**src/rtl/a2d_rr_sched_if.sv**
```systemverilog
// rtl/a2d_rr_sched_if.sv - SPI monarch handshake bundle between scheduler and monarch
interface a2d_rr_sched_if;
    logic        wrt;
    logic [15:0] wt_data;
    logic        done;
    logic [15:0] rd_data;

    modport master (
        output wrt,
        output wt_data,
        input  done,
        input  rd_data
    );

    modport slave (
        input  wrt,
        input  wt_data,
        output done,
        output rd_data
    );
endinterface

```
**src/rtl/a2d_rr_sched.sv**
```systemverilog
// rtl/a2d_rr_sched.sv - round-robin A2D conversion scheduler over four channels
module a2d_rr_sched #(
    parameter logic [2:0] CH_LFT   = 3'd0,
    parameter logic [2:0] CH_RGHT  = 3'd4,
    parameter logic [2:0] CH_STEER = 3'd5,
    parameter logic [2:0] CH_BATT  = 3'd6
) (
    input  logic                  clk,
    input  logic                  rst,
    input  logic                  nxt,
    a2d_rr_sched_if.master        spi,
    output logic                  busy,
    output logic                  cnv_cmplt,
    output logic [11:0]           ld_cell_lft,
    output logic [11:0]           ld_cell_rght,
    output logic [11:0]           steerPot,
    output logic [11:0]           batt
);

    typedef enum logic [2:0] {
        IDLE,
        CMD,
        WAIT1,
        DEAD,
        READ,
        WAIT2
    } state_t;

    state_t      state;
    state_t      state_nxt;
    logic [1:0]  rr_ptr;
    logic [2:0]  cur_ch;
    logic        wrt_q;
    logic        wrt_nxt;
    logic [15:0] wt_data_q;
    logic [15:0] wt_data_nxt;
    logic        busy_nxt;
    logic        cmplt_nxt;
    logic        capture;

    assign spi.wrt     = wrt_q;
    assign spi.wt_data = wt_data_q;

    // Map the rotation pointer onto the physical A2D channel number
    always_comb begin
        cur_ch = CH_LFT;
        case (rr_ptr)
            2'd0:    cur_ch = CH_LFT;
            2'd1:    cur_ch = CH_RGHT;
            2'd2:    cur_ch = CH_STEER;
            default: cur_ch = CH_BATT;
        endcase
    end

    // Next-state and next-output decode; outputs are registered so each
    // transition below describes what the following cycle will show
    always_comb begin
        state_nxt   = state;
        wrt_nxt     = 1'b0;
        wt_data_nxt = wt_data_q;
        busy_nxt    = busy;
        cmplt_nxt   = 1'b0;
        capture     = 1'b0;
        case (state)
            IDLE: begin
                if (nxt) begin
                    state_nxt   = CMD;
                    wrt_nxt     = 1'b1;
                    wt_data_nxt = {2'b00, cur_ch, 11'h000};
                    busy_nxt    = 1'b1;
                end
            end
            CMD: begin
                state_nxt = WAIT1;
            end
            WAIT1: begin
                // First response carries nothing useful; only its arrival matters
                if (spi.done) begin
                    state_nxt = DEAD;
                end
            end
            DEAD: begin
                // One dead cycle lets SS_n recover before the read transaction
                state_nxt   = READ;
                wrt_nxt     = 1'b1;
                wt_data_nxt = 16'h0000;
            end
            READ: begin
                state_nxt = WAIT2;
            end
            WAIT2: begin
                if (spi.done) begin
                    state_nxt = IDLE;
                    capture   = 1'b1;
                    cmplt_nxt = 1'b1;
                    busy_nxt  = 1'b0;
                end
            end
            default: begin
                state_nxt = IDLE;
                busy_nxt  = 1'b0;
            end
        endcase
    end

    // State and registered handshake outputs
    always_ff @(posedge clk or posedge rst) begin
        if (rst) begin
            state     <= IDLE;
            wrt_q     <= 1'b0;
            wt_data_q <= 16'h0000;
            busy      <= 1'b0;
            cnv_cmplt <= 1'b0;
        end else begin
            state     <= state_nxt;
            wrt_q     <= wrt_nxt;
            wt_data_q <= wt_data_nxt;
            busy      <= busy_nxt;
            cnv_cmplt <= cmplt_nxt;
        end
    end

    // Rotation pointer advances only when a result has been captured
    always_ff @(posedge clk or posedge rst) begin
        if (rst) begin
            rr_ptr <= 2'd0;
        end else if (capture) begin
            rr_ptr <= rr_ptr + 2'd1;
        end
    end

    // Result holding registers; upper four bits of the read word are dropped
    always_ff @(posedge clk or posedge rst) begin
        if (rst) begin
            ld_cell_lft  <= 12'h000;
            ld_cell_rght <= 12'h000;
            steerPot     <= 12'h000;
            batt         <= 12'h000;
        end else if (capture) begin
            case (rr_ptr)
                2'd0:    ld_cell_lft  <= spi.rd_data[11:0];
                2'd1:    ld_cell_rght <= spi.rd_data[11:0];
                2'd2:    steerPot     <= spi.rd_data[11:0];
                default: batt         <= spi.rd_data[11:0];
            endcase
        end
    end

endmodule
```
**src/flat_wrapper.sv**
```systemverilog
// flat-port wrapper written by rule: the top's interface ports become plain ports
module a2d_rr_sched_flat 
#(
    parameter logic [2:0] CH_LFT   = 3'd0,
    parameter logic [2:0] CH_RGHT  = 3'd4,
    parameter logic [2:0] CH_STEER = 3'd5,
    parameter logic [2:0] CH_BATT  = 3'd6
)
  (clk, rst, nxt, busy, cnv_cmplt, ld_cell_lft, ld_cell_rght, steerPot, batt, spi_wrt, spi_wt_data, spi_done, spi_rd_data);
  a2d_rr_sched_if spi_i ();
  input  logic clk;
  input  logic rst;
  input  logic nxt;
  output logic busy;
  output logic cnv_cmplt;
  output logic [11:0] ld_cell_lft;
  output logic [11:0] ld_cell_rght;
  output logic [11:0] steerPot;
  output logic [11:0] batt;
  output wire logic [$bits(spi_i.wrt)-1:0] spi_wrt;
  output wire logic [$bits(spi_i.wt_data)-1:0] spi_wt_data;
  input wire logic [$bits(spi_i.done)-1:0] spi_done;
  input wire logic [$bits(spi_i.rd_data)-1:0] spi_rd_data;
  assign spi_wrt = spi_i.wrt;
  assign spi_wt_data = spi_i.wt_data;
  assign spi_i.done = spi_done;
  assign spi_i.rd_data = spi_rd_data;
  a2d_rr_sched #(.CH_LFT(CH_LFT), .CH_RGHT(CH_RGHT), .CH_STEER(CH_STEER), .CH_BATT(CH_BATT)) u_core (.clk(clk), .rst(rst), .nxt(nxt), .spi(spi_i), .busy(busy), .cnv_cmplt(cnv_cmplt), .ld_cell_lft(ld_cell_lft), .ld_cell_rght(ld_cell_rght), .steerPot(steerPot), .batt(batt));
endmodule
```
**config.mk**
```make
export PLATFORM = sky130hd
export DESIGN_NAME = a2d_rr_sched_flat
export DESIGN_NICKNAME = d
export VERILOG_FILES = /design/src/rtl/a2d_rr_sched_if.sv /design/src/rtl/a2d_rr_sched.sv /design/src/flat_wrapper.sv
export SDC_FILE = /design/constraint.sdc
export NUM_CORES = 1
export LEC_CHECK = 0
export CORE_ASPECT_RATIO = 0.7
export CORE_UTILIZATION = 40
export DETAILED_ROUTE_END_ITERATION = 10
export GPL_ROUTABILITY_DRIVEN = 1
export PLACE_DENSITY = 0.8
export SLEW_MARGIN = 0
export SYNTH_ARGS = -nofsm -noshare
export SYNTH_HDL_FRONTEND = slang
export SYNTH_SLANG_ARGS = --single-unit
```
**constraint.sdc**
```tcl
create_clock -name clk -period 1.9 [get_ports clk]
set_input_delay 0.285 -clock clk [delete_from_list [all_inputs] [get_ports clk]]
set_output_delay 0.285 -clock clk [all_outputs]
set_load 0.02 [all_outputs]
```
; Yosys cells after proc, flatten, opt, wreduce, memory -nomap -nowiden
; Cells that the tools add are included.
[word_totals]
regBits = 72
output_inout_bits = 67
[op_classes]
n_addsub = 1
n_eq_ne = 10
mux = 14
n_bitwise = 2
reduce_logical = 12
[ops]
columns = cell, n
row1 = 16-bit one-hot mux with 2 select lines, 1
row2 = 3-bit one-hot mux with 6 select lines, 1
row3 = 16-bit two-way mux, 1
row4 = 2-bit AND reduction, 5
row5 = 3-bit two-way mux, 3
row6 = 3-bit one-hot mux with 3 select lines, 1
row7 = "3-bit by 2-bit equality test with 1-bit output, second input constant", 2
row8 = "3-bit equality test, second input constant", 2
row9 = "2-bit inequality test, second input constant", 3
row10 = 3-bit AND reduction, 2
row11 = 1-bit two-way mux, 5
row12 = 4-bit OR reduction, 1
row13 = "3-bit by 1-bit equality test with 1-bit output, second input constant", 1
row14 = 3-bit zero test, 1
row15 = 1-bit one-hot mux with 3 select lines, 1
row16 = 3-bit OR reduction, 1
row17 = "2-bit by 1-bit adder with 2-bit output, second input constant", 1
row18 = "2-bit by 1-bit equality test with 1-bit output, second input constant", 1
row19 = "2-bit equality test, second input constant", 1
row20 = 2-bit zero test, 1
row21 = 1-bit inverter, 2
row22 = 1-bit one-hot mux with 2 select lines, 1
row23 = 2-bit nonzero test, 1

; Longest topological paths before layout
[depth]
ltp_word = 4
mapped_depth = 6
depth_no_buf = 5

; Worst setup path after synthesis
; OpenSTA, ideal clock, no wires.
[synth_timing]
path_kind = flip-flop to flip-flop
from = register u_core.state[2]
to = register u_core.batt[0]
setup_ps = 125
arrival_ps = 1343
required_time_ps = 1775
slack_ps = 431
path_stages_with_launch = 7
path_buffers = 3
period_less_slack_ps = 1469
path_cell_list = dfrtp_1 -> buf_4 -> and4b_1 -> buf_6 -> nand2_4 -> buf_6 -> mux2_4
[synth_via]
elab_chain_len = 3
[synth_lines]
columns = item, line
row1 = from (decl), a2d_rr_sched.sv:29  ; state_t state;
row2 = from (signal assigned), a2d_rr_sched.sv:115  ; state <= state_nxt;
row3 = 3-bit equality test, a2d_rr_sched.sv:64  ; case (state)
row4 = 1-bit two-way mux, a2d_rr_sched.sv:64
row5 = net u_core.capture, a2d_rr_sched.sv:39  ; logic capture;
row6 = 2-bit AND reduction (no source line), n/a
row7 = to (signal assigned), a2d_rr_sched.sv:144  ; default: batt <= spi.rd_data[11:0];
row8 = to (decl), a2d_rr_sched.sv:17  ; output logic [11:0] batt
; The timed path passes the listed nets, and every way through them passes these cells.
; A chain may end at the register's enable or synchronous reset.

; Worst setup path after layout
[layout_timing]
from = register u_core.ld_cell_lft[1]
to = output ld_cell_lft[1]
[layout_lines]
columns = item, line
row1 = from (decl), a2d_rr_sched.sv:14  ; output logic [11:0] ld_cell_lft,
row2 = from (signal assigned), a2d_rr_sched.sv:141  ; 2'd0: ld_cell_lft <= spi.rd_data[11:0];
row3 = to (decl), flat_wrapper.sv:16  ; output logic [11:0] ld_cell_lft;
; No word-level cell between the ends.

==> out/metrics.yaml <==
cts_hold_buffers: 0
ios: 87
hold_class: "in2async"
drtIter0Drc: 66
die-area_um2: 7010
wl_per_cell_um: 15.1
cts-htree-levels: 3
synth_common_cells: "59 x dfrtp_1, 40 x mux2_4, 14 x buf_4, 8 x inv_1, 8 x mux2_2"
rsz0062_at_grt: "no"
critPathKind: "reg2out"
path_clk_slew_ns: 0.07
cp-start-kind: "flop"
drive_gt1_share_pct: 28.6
end_kind: "output port"
place_inst: 334
portBuffers: 69
synthCells: 178
grt_pass1_vias: 1667
drc: 0
ys.flop_type: "dfrtp_1"
synth_top_area_share_pct: 55.3
crit_family: "buffers and inverters"
via_per_inst: 4.58
dieHeight_um: 70.4
fin_cells: 350
ant_nets: 0
p_comb_share_pct: 43.7
clock.fmax_mhz: 623
synth_area_leader_cell: "dfrtp_1"
numCtsBuffers: 9
grt_max_degree: 60
diodes: 0
yosysSeqAreaShare_pct: 55.3
cts.sinks: 59
status: "completed"
p_clk_share_pct: 21.7
fin_setup_tns_ns: 0
ys_seq_elements: 59
critPathSlowestCell: "clkdlybuf4s50_1"
critPathMaxFanout: 2
grt_pass1_wl_um: 8870
cts_setup_buffers: 0
crit_required_ns: 1.62
crit_path_cell_trace: "clkdlybuf4s50_1"
critPathArrivalTime_ns: 1.32
synth_most_common_cell: "dfrtp_1"
peakVddDrop_mv: 0.739
power_leakage_uw: 0.00183
cp.buffers_inverters: 1
synth.distinct_cells: 24
final_max_slew_viol_count: 0
r2r-end: "u_core.batt[10]$_DFFE_PP0P_"
syn_area_um2: 2670
cts_resized: 0
grt_use_total_pct: 16.8
drt_first_pass_iters: 4
swShare_pct: 33.2
vias: 1602
r2r_cells: 4
internal-power_uw: 4000
period_needed_ns: 1.60
insertion_delay_ns: 0.33
rrSetupSlack_ns: 0.30
startpoint: "u_core.ld_cell_lft[1]$_DFFE_PP0P_"
core-area_um2: 6340
p_sw_uw: 1980
yosys_warnings: 0
num_rows: 24
start_util_pct: 42.1
slowest_delay_ns: 0.62
final_nets: 280
synthArstFlopShare_pct: 100
avgSynthCellArea_um2: 15.0
synth_area_leaders: "dfrtp_1 55%, mux2_4 22%, buf_4 3.9%, mux2_2 3.4%, ha_1 2.8%"
drv_cap: 0
worst_r2r_startpoint: "u_core.state[2]$_DFFE_PP0P_"
clock_skew_ns: 0.00829
drt_wl_total_um: 5270
cts_root_buffer: "clkbuf_8"
syn_to_final_growth_pct: 36.3
place_hpwl_um: 3520
synth_edf_count: 0
die_width_um: 99.7
pwr-share-seq_pct: 34.6
gp_congestion: 0.707
fin_crit_sh_pct: 84.5
setup_viol: 0
setup_slack_ns: 0.295
hold_violations: 0
powerDensity_nw_per_um2: 1640
dp_slack_ns: 0.0477
gr-total-overflow: 0
cts_tree: "done"
antenna_found_initial: 0
clockBufferDepth: 2
-- routing by layer --
metal,vias to the layer above,global-route usage [%],wire length (um)
met5,-,0,0
met3,9,6.71,348
met4,0,5.88,58
li1,727,-,-
met1,810,22.3,2460
met2,56,24.9,2400
-- cell type report --
cell class                      instances  area (um^2)
Fill cell                             525         2700
Tap cell                               91          114
Clock inverter                          5         75.1
Inverter                                8         30.0
Sequential cell                        59         1480
Multi-Input combinational cell        102         1040
Timing Repair Buffer                   74          753
Clock buffer                           11          151
-- metrics by stage --
step                hold WS [ns]  util [%]  instance area, um^2  power (uW)
global placement           0.486      53.9                 3410        4640
detailed placement         0.493      53.9                 3410        4710
CTS                        0.334      57.4                 3640        6040
finish                     0.329      57.4                 3640        5980
global route               0.356      57.4                 3640        6310
floorplan                  0.434         -                 2720        3580
-- how the worst max path moves through the flow --
stage,slack (ns),endpoint,cells past startpoint
floorplan,0.16,u_core.batt[0]$_DFFE_PP0P_,1
detailed placement,0.05,u_core.batt[2]$_DFFE_PP0P_,5
global placement,0.07,u_core.batt[10]$_DFFE_PP0P_,5
CTS,0.28,steerPot[11],1
global route,0.24,batt[1],1
finish,0.30,ld_cell_lft[1],1
-- power groups by stage --
| stage | Combinational [uW] | Sequential [uW] | Clock, uW |
|---|---|---|---|
| 2_1_floorplan | 1000 | 2580 | 0 |
| 3_3_place_gp | 2580 | 2060 | 0 |
| 3_5_place_dp | 2630 | 2090 | 0 |
| 4_1_cts | 2640 | 2070 | 1330 |
| 5_1_grt | 2790 | 2130 | 1390 |
| 6_report | 2610 | 2070 | 1300 |
-- sequential cells by signal, summed over array words and instances, names as in the netlist --
| register | cells |
|---|---|
| u_core.cnv_cmplt | 1 |
| u_core.spi.wrt | 1 |
| u_core.state | 3 |
| u_core.batt | 12 |
| u_core.ld_cell_lft | 12 |
| u_core.spi.wt_data | 3 |
| u_core.ld_cell_rght | 12 |
| u_core.busy | 1 |
| u_core.steerPot | 12 |
| u_core.rr_ptr | 2 |
-- cell usage in the layout, fill, tap and decap left out, types with 2 or more instances in the layout --
cell | netlist | layout
clkdlybuf4s50_1 | 0 | 69
dfrtp_1 | 59 | 59
mux2_4 | 40 | 40
conb_1 | 1 | 13
clkbuf_8 | 0 | 11
mux2_2 | 8 | 8
inv_1 | 8 | 7
nand2_1 | 6 | 6
ha_1 | 6 | 6
nor2_1 | 5 | 5
nand2_4 | 4 | 4
o22ai_1 | 4 | 4
o21ai_0 | 3 | 3
clkinv_2 | 0 | 3
buf_4 | 14 | 3
a21oi_1 | 2 | 2
a22oi_1 | 2 | 2
xnor2_1 | 2 | 2
bufinv_16 | 0 | 2
buf_12 | 0 | 2
-- kinds of logic (layout without fill, tap and decap cells) --
group | after synthesis | in the layout | share of synthesized area (%)
simple gates | 19 | 19 | 4.36
compound gates | 14 | 14 | 3.42
buf+inv | 29 | 98 | 7.45
fa+ha+maj | 6 | 6 | 2.81
xor+xnor | 2 | 2 | 0.656
other cells | 1 | 13 | 0.140
flops | 59 | 59 | 55.3
mux | 48 | 48 | 25.9
No activity file was read; power rests on OpenSTA's default activity.
